==> src/rtl/cache_arbiter_pkg.sv <==
// Shared types for the I/D cache arbiter.
// Latency: n/a (types only).
// Backpressure: n/a (types only).
package cache_arbiter_pkg;

  // Arbiter control states: wait for a request, serve one side, one idle cycle.
  typedef enum logic [1:0] {
    IDLE    = 2'd0,
    SERVE_I = 2'd1,
    SERVE_D = 2'd2,
    DONE    = 2'd3
  } arb_state_t;

  // Identifies which cache owns the memory port.
  typedef enum logic {
    REQ_I = 1'b0,
    REQ_D = 1'b1
  } requester_t;

endpackage

==> src/rtl/cache_arbiter.sv <==
// Round-robin arbiter sharing one physical-memory port between I- and D-cache.
// Latency: request seen in IDLE drives the pmem command on the next cycle.
// Backpressure: one transaction at a time; the loser waits until the winner's DONE.
//
// Ports:
//   clk, rst                      clock, synchronous active-high reset
//   i_address/i_read              instruction-cache line read request
//   i_rdata/i_resp                instruction line return, one-cycle completion pulse
//   d_address/d_read/d_write/     data-cache line read or writeback request
//   d_wdata
//   d_rdata/d_resp                data line return, one-cycle completion pulse
//   pmem_*                        shared physical-memory command/response port
module cache_arbiter
  import cache_arbiter_pkg::*;
#(
  parameter int s_line = 256
) (
  input  logic              clk,
  input  logic              rst,

  input  logic [31:0]       i_address,
  input  logic              i_read,
  output logic [s_line-1:0] i_rdata,
  output logic              i_resp,

  input  logic [31:0]       d_address,
  input  logic              d_read,
  input  logic              d_write,
  input  logic [s_line-1:0] d_wdata,
  output logic [s_line-1:0] d_rdata,
  output logic              d_resp,

  output logic [31:0]       pmem_address,
  output logic              pmem_read,
  output logic              pmem_write,
  output logic [s_line-1:0] pmem_wdata,
  input  logic [s_line-1:0] pmem_rdata,
  input  logic              pmem_resp
);

  arb_state_t        state;
  arb_state_t        state_nxt;
  requester_t        last_grant;
  requester_t        grant;
  logic              grant_vld;
  logic              i_req;
  logic              d_req;
  logic [31:0]       addr_q;
  logic [s_line-1:0] wdata_q;
  logic              wr_q;

  // Round-robin pick: on a tie the side that did not win last time goes next.
  always_comb begin
    i_req     = i_read;
    d_req     = d_read | d_write;
    grant_vld = i_req | d_req;
    grant     = REQ_I;
    if (i_req && d_req) begin
      grant = (last_grant == REQ_D) ? REQ_I : REQ_D;
    end else if (d_req) begin
      grant = REQ_D;
    end
  end

  // Next-state logic.
  always_comb begin
    state_nxt = state;
    case (state)
      IDLE: begin
        if (grant_vld) begin
          state_nxt = (grant == REQ_I) ? SERVE_I : SERVE_D;
        end
      end
      SERVE_I,
      SERVE_D: begin
        if (pmem_resp) begin
          state_nxt = DONE;
        end
      end
      DONE:    state_nxt = IDLE;
      default: state_nxt = IDLE;
    endcase
  end

  // Command and response outputs; responses outside SERVE_* are dropped.
  always_comb begin
    pmem_read  = 1'b0;
    pmem_write = 1'b0;
    i_resp     = 1'b0;
    d_resp     = 1'b0;
    case (state)
      SERVE_I: begin
        pmem_read = 1'b1;
        i_resp    = pmem_resp;
      end
      SERVE_D: begin
        pmem_write = wr_q;
        pmem_read  = ~wr_q;
        d_resp     = pmem_resp;
      end
      default: begin
        pmem_read  = 1'b0;
        pmem_write = 1'b0;
      end
    endcase
  end

  assign pmem_address = addr_q;
  assign pmem_wdata   = wdata_q;
  assign i_rdata      = pmem_rdata;
  assign d_rdata      = pmem_rdata;

  // Request fields are captured once at grant so requester changes during
  // service cannot disturb the memory command.
  always_ff @(posedge clk) begin
    if (rst) begin
      state      <= IDLE;
      last_grant <= REQ_D;
      addr_q     <= '0;
      wdata_q    <= '0;
      wr_q       <= 1'b0;
    end else begin
      state <= state_nxt;
      if (state == IDLE && grant_vld) begin
        last_grant <= grant;
        if (grant == REQ_I) begin
          addr_q <= i_address;
        end else begin
          addr_q  <= d_address;
          wdata_q <= d_wdata;
          wr_q    <= d_write;
        end
      end
    end
  end

endmodule

==> config.mk <==
export PLATFORM = sky130hd
export DESIGN_NAME = cache_arbiter
export DESIGN_NICKNAME = d
export VERILOG_FILES = /design/src/rtl/cache_arbiter_pkg.sv /design/src/rtl/cache_arbiter.sv
export SDC_FILE = /design/constraint.sdc
export NUM_CORES = 1
export LEC_CHECK = 0
export CAP_MARGIN = 0
export CORE_AREA = 5 5 541 543
export CTS_CLUSTER_DIAMETER = 120
export DETAILED_ROUTE_END_ITERATION = 12
export DIE_AREA = 0 0 546 548
export GPL_TIMING_DRIVEN = 0
export HOLD_SLACK_MARGIN = 0.05
export SETUP_SLACK_MARGIN = 0.2
export SLEW_MARGIN = 10
export SYNTH_ARGS = -nofsm -noshare
export SYNTH_HDL_FRONTEND = slang
export SYNTH_SLANG_ARGS = --single-unit
==> constraint.sdc <==
create_clock -name clk -period 2.01 [get_ports clk]
set_clock_uncertainty 0.15 [all_clocks]
set_input_delay 0.201 -clock clk [delete_from_list [all_inputs] [get_ports clk]]
set_output_delay 0.201 -clock clk [all_outputs]
set_load 0.005 [all_outputs]
==> reports/results.txt <==
The flow ran to the end, but the final reports show violations. The checks that failed: setup timing. Counting every net in the synthesized netlist gives 2,475. The smallest clock period supported by the final layout is computed as 2.019 ns.

The wire-length estimate of the detail-placed layout is 207,900 µm. Relative to the synthesized area, the layout overhead comes to 168.6%. STA classifies the critical path endpoint as an output pin.

The share of Yosys cell area claimed by the top area cell type works out to 38.88%. The kind of cell with the highest combined delay along the critical path is flip-flops. The post-synthesis instance area is 15,030 µm². Summing all flip-flop and latch instances after layout gives 5869 µm².

Once layout is done, the placed cells without fillers occupy 40,380 µm². The wire length per cell after detailed routing is 32.47 µm. For the count of final max-slew check failures, the log shows 0.

The slowest stage cell on the critical path was sky130_fd_sc_hd__dfxtp_2. The first global-routing pass estimated 274,000 µm of wire. The most common cell in the synthesized netlist is sky130_fd_sc_hd__buf_4.

Summed over all cells, the static leakage comes to 15.07 nW. Width of the die: 546 µm. The highest clock rate is 495.4 MHz, and the post-layout net count is 4,006.

For the total power, the log shows 0.04458 W. Port buffering added 1,128 buffers. The aggregate global routing overflow is 0. For the worst setup path, the data required time is 1.66 ns. Yosys printed 0 warnings. Leading area contributor after synthesis: sky130_fd_sc_hd__dfxtp_1.

The tools report the filler cell count in the final layout as 32.69k. The path class of the tightest hold or removal check is in2reg. Counting every sink on the clock net gives 292.

Number of top-level pins: 1,386. The post-synthesis compound-gate area fraction was 20.13%. The kind of critical path is reg2out. The H-tree generated during clock tree synthesis spans 2 levels.

The largest single stage delay on the critical path is 0.35 ns. The number of clock buffers added by TritonCTS is 40. In this run the clock root is driven by a sky130_fd_sc_hd__clkbuf_16. Power spread over the standard cell area amounts to 1104 nW/µm². The synthesized netlist devotes 0.2497% of its cell area to adder and majority cells. Across the VDD grid, the largest voltage drop is 678.1 µV. The run gives 0 as the remaining routing DRC violations. The unique cell type count in the Yosys netlist was 27. The site row count came out at 197. Launching point of the worst reg2reg path: state[1]. Of the available clock period, the critical path in the final layout requires 100.4%. Entering global routing, the biggest net connects 14 pins.

The number of buffers and inverters on the critical path is 2. At the pin with the least slew margin, the transition time is 0.7836 ns. In the final timing run, aggregate negative setup slack is -0.008689 ns. The post-route worst setup slack came out at -0.008689 ns. The logs give 236,600 µm for the total wire length after detailed routing and 1,333 for the detailed router's first-iteration violation count. The logs give 120 for the initial antenna violation count and 0 for the post-detailed-route count of antenna-violating nets.

The share of the Yosys chip area taken by registers is 38.88%. The number of buffers on the longest clock path is 3, and the clock latency on the worst-skew pair is 0.66 ns. The total iterations of the first detailed-routing run was 6. The largest family of logic cells by synthesized area is buffers and inverters.

The signal on the critical path passes through inv_4 -> ha_4 -> nor2b_4 -> o21a_1 -> buf_6. In the final layout, the multi-input gates occupy 7496 µm². The final estimated routing congestion in global placement came out at 0.9818. The number of global-route vias before repair was 20.53k; the multiplexer fraction of the synthesized cell area was 0.07491%. Across the run, the number of max-cap violations was 0. Among all flip-flop cells after synthesis, the most frequent one is sky130_fd_sc_hd__dfxtp_1. Across all layers, the routed design uses 20.90k vias. The cell count after synthesis was 1,890. The worst setup path is launched from a flop. After detailed routing, the number of vias per cell comes to 2.869.

Counting instances in the post-synthesis netlist gives the leading cell types as 520 x sky130_fd_sc_hd__buf_4, 292 x sky130_fd_sc_hd__dfxtp_1, 280 x sky130_fd_sc_hd__o21ai_0, 259 x sky130_fd_sc_hd__a21oi_1, 257 x sky130_fd_sc_hd__nand3_1. The run gives 14.71% as the aggregate global-route resource usage. The floorplan step set the die height to 548 µm. The synthesized area divided by synthesized cell count works out to 7.954 µm².

The core region is 287,200 µm². Worst min-delay path startpoint: d_address[9]. Of the total synthesized cell area, the portion taken by AND, OR, NAND and NOR gates is 10.42%. Counting flops with a built-in enable in the synthesized netlist gives 0. For the number of endpoints failing setup at the final stage, the log shows 1. The floorplan step defined a die boundary enclosing 299,200 µm². After synthesis, the cell types taking the most area are sky130_fd_sc_hd__dfxtp_1 39%, sky130_fd_sc_hd__buf_4 26%, sky130_fd_sc_hd__o21ai_0 9.3%. TritonCTS built the clock tree. The worst-path maximum fanout was 3; the worst hold slack after final layout was 0.1090 ns.

Setup repair after global routing could not meet its margin everywhere. In the synthesized netlist the async set-or-reset flop fraction comes to 0%. For the count of final hold-check violations, the log shows 0. The critical path starts at state[0].

In this run, synthesis produced a sequential element count of 292. After Yosys synthesis, XOR and XNOR cells account for 0% of the synthesized area. The clock transition at the register clock pins on the worst setup and hold paths after CTS is 0.07 ns. The run gives 5.235% as the initial core utilization. STA puts the critical path data arrival time at 1.67 ns.

In the final layout, the share of cells above drive strength 1 is 40.20%. The worst pin sits at a relative slew slack of 47.76%. The post-detailed-placement cell area came out at 31,060 µm².
final timing paths:
check | to | slack (ns) | cells after the start
setup / recovery | pmem_read | -0.009 | 5
hold / removal | pmem_address[9] | 0.11 | 3
setup reg to reg | pmem_wdata[105] | 0.11 | 9
hold reg to reg | pmem_wdata[69] | 0.31 | 2
per-layer routing:
metal / routed length (µm) / GRT usage [%]
met5: 289 / 0
met4: 8738 / 4.748
met3: 36420 / 10.19
met2: 111800 / 24.64
met1: 79370 / 14.48
stage by stage:
stage | cells | util (%) | setup slack, ns
after floorplan | 1890 | - | 0.3140
after global placement | 6799 | 10.81 | -1.621
after detailed placement | 6799 | 10.82 | -1.634
after CTS | 7203 | 12.95 | -0.1085
after global routing | 7268 | 14.04 | -0.1121
final | 7287 | 14.06 | -0.008689
timing repair:
item | CTS | global route
gates resized for setup | 1170 | 716
cloned | 15 | 23
setup endpoints to repair | 584 | 336
endpoints found under the hold margin | 284 | 0
setup buffers | 21 | 5
pin swaps | 39 | 163
hold buffers | 297 | 0
placed cells by master, fill, tap and decap left out, drive strengths merged, types with 2 or more instances in the layout:
cell / netlist / final
dlygate4sd2: 0 / 124
a21oi: 259 / 259
clkbuf: 120 / 181
clkinvlp: 0 / 2
buf: 552 / 685
clkdlybuf4s50: 0 / 836
a31oi: 32 / 32
dfxtp: 292 / 292
clkinv: 0 / 11
bufinv: 0 / 6
inv: 5 / 7
dlygate4sd3: 0 / 297
and2: 3 / 3
clkdlybuf4s18: 0 / 6
clkdlybuf4s15: 0 / 65
o21ai: 289 / 289
diode: 0 / 56
nor2b: 2 / 2
ha: 3 / 3
dlymetal6s2s: 0 / 17
nand2: 65 / 65
nand3: 257 / 257
power breakdown:
group | internal, W | switching, W
sequential | 0.00718 | 0.000933
combinational | 0.0126 | 0.0158
clock | 0.00465 | 0.00343
total | 0.0244 | 0.0201
layout make-up:
class                   instances  share of cell area [%]
repair buffers               1489                   37.24
multi-input cells             921                   18.57
flip-flops and latches        292                   14.54
plain buffers                 672                   13.94
well taps                    3781                   11.72
clock buffers                  50                   2.671
clock inverters                21                  0.8522
diodes                         56                  0.3471
inverters                       5                  0.1240
worst reg2reg max path: cells and delay by family, from the launching register on:
family / cells / cell delay [ns]
compound gates: 2 / 0.21
fa+ha+maj: 1 / 0.16
buf+inv: 6 / 0.88
flops: 1 / 0.37
registers in the layout, indices dropped and copies added (netlist names):
signal        cells
pmem_address     32
wr_q              1
last_grant        1
pmem_wdata      256
state             2
cell families (layout without fill, tap and decap cells):
kind of cell / Yosys count / count (layout)
mux: 1 / 1
other cells: 0 / 56
fa+ha+maj: 3 / 3
buf+inv: 677 / 2237
simple gates: 328 / 328
compound gates: 589 / 589
flops: 292 / 292
(Power assumes the default switching activity.)
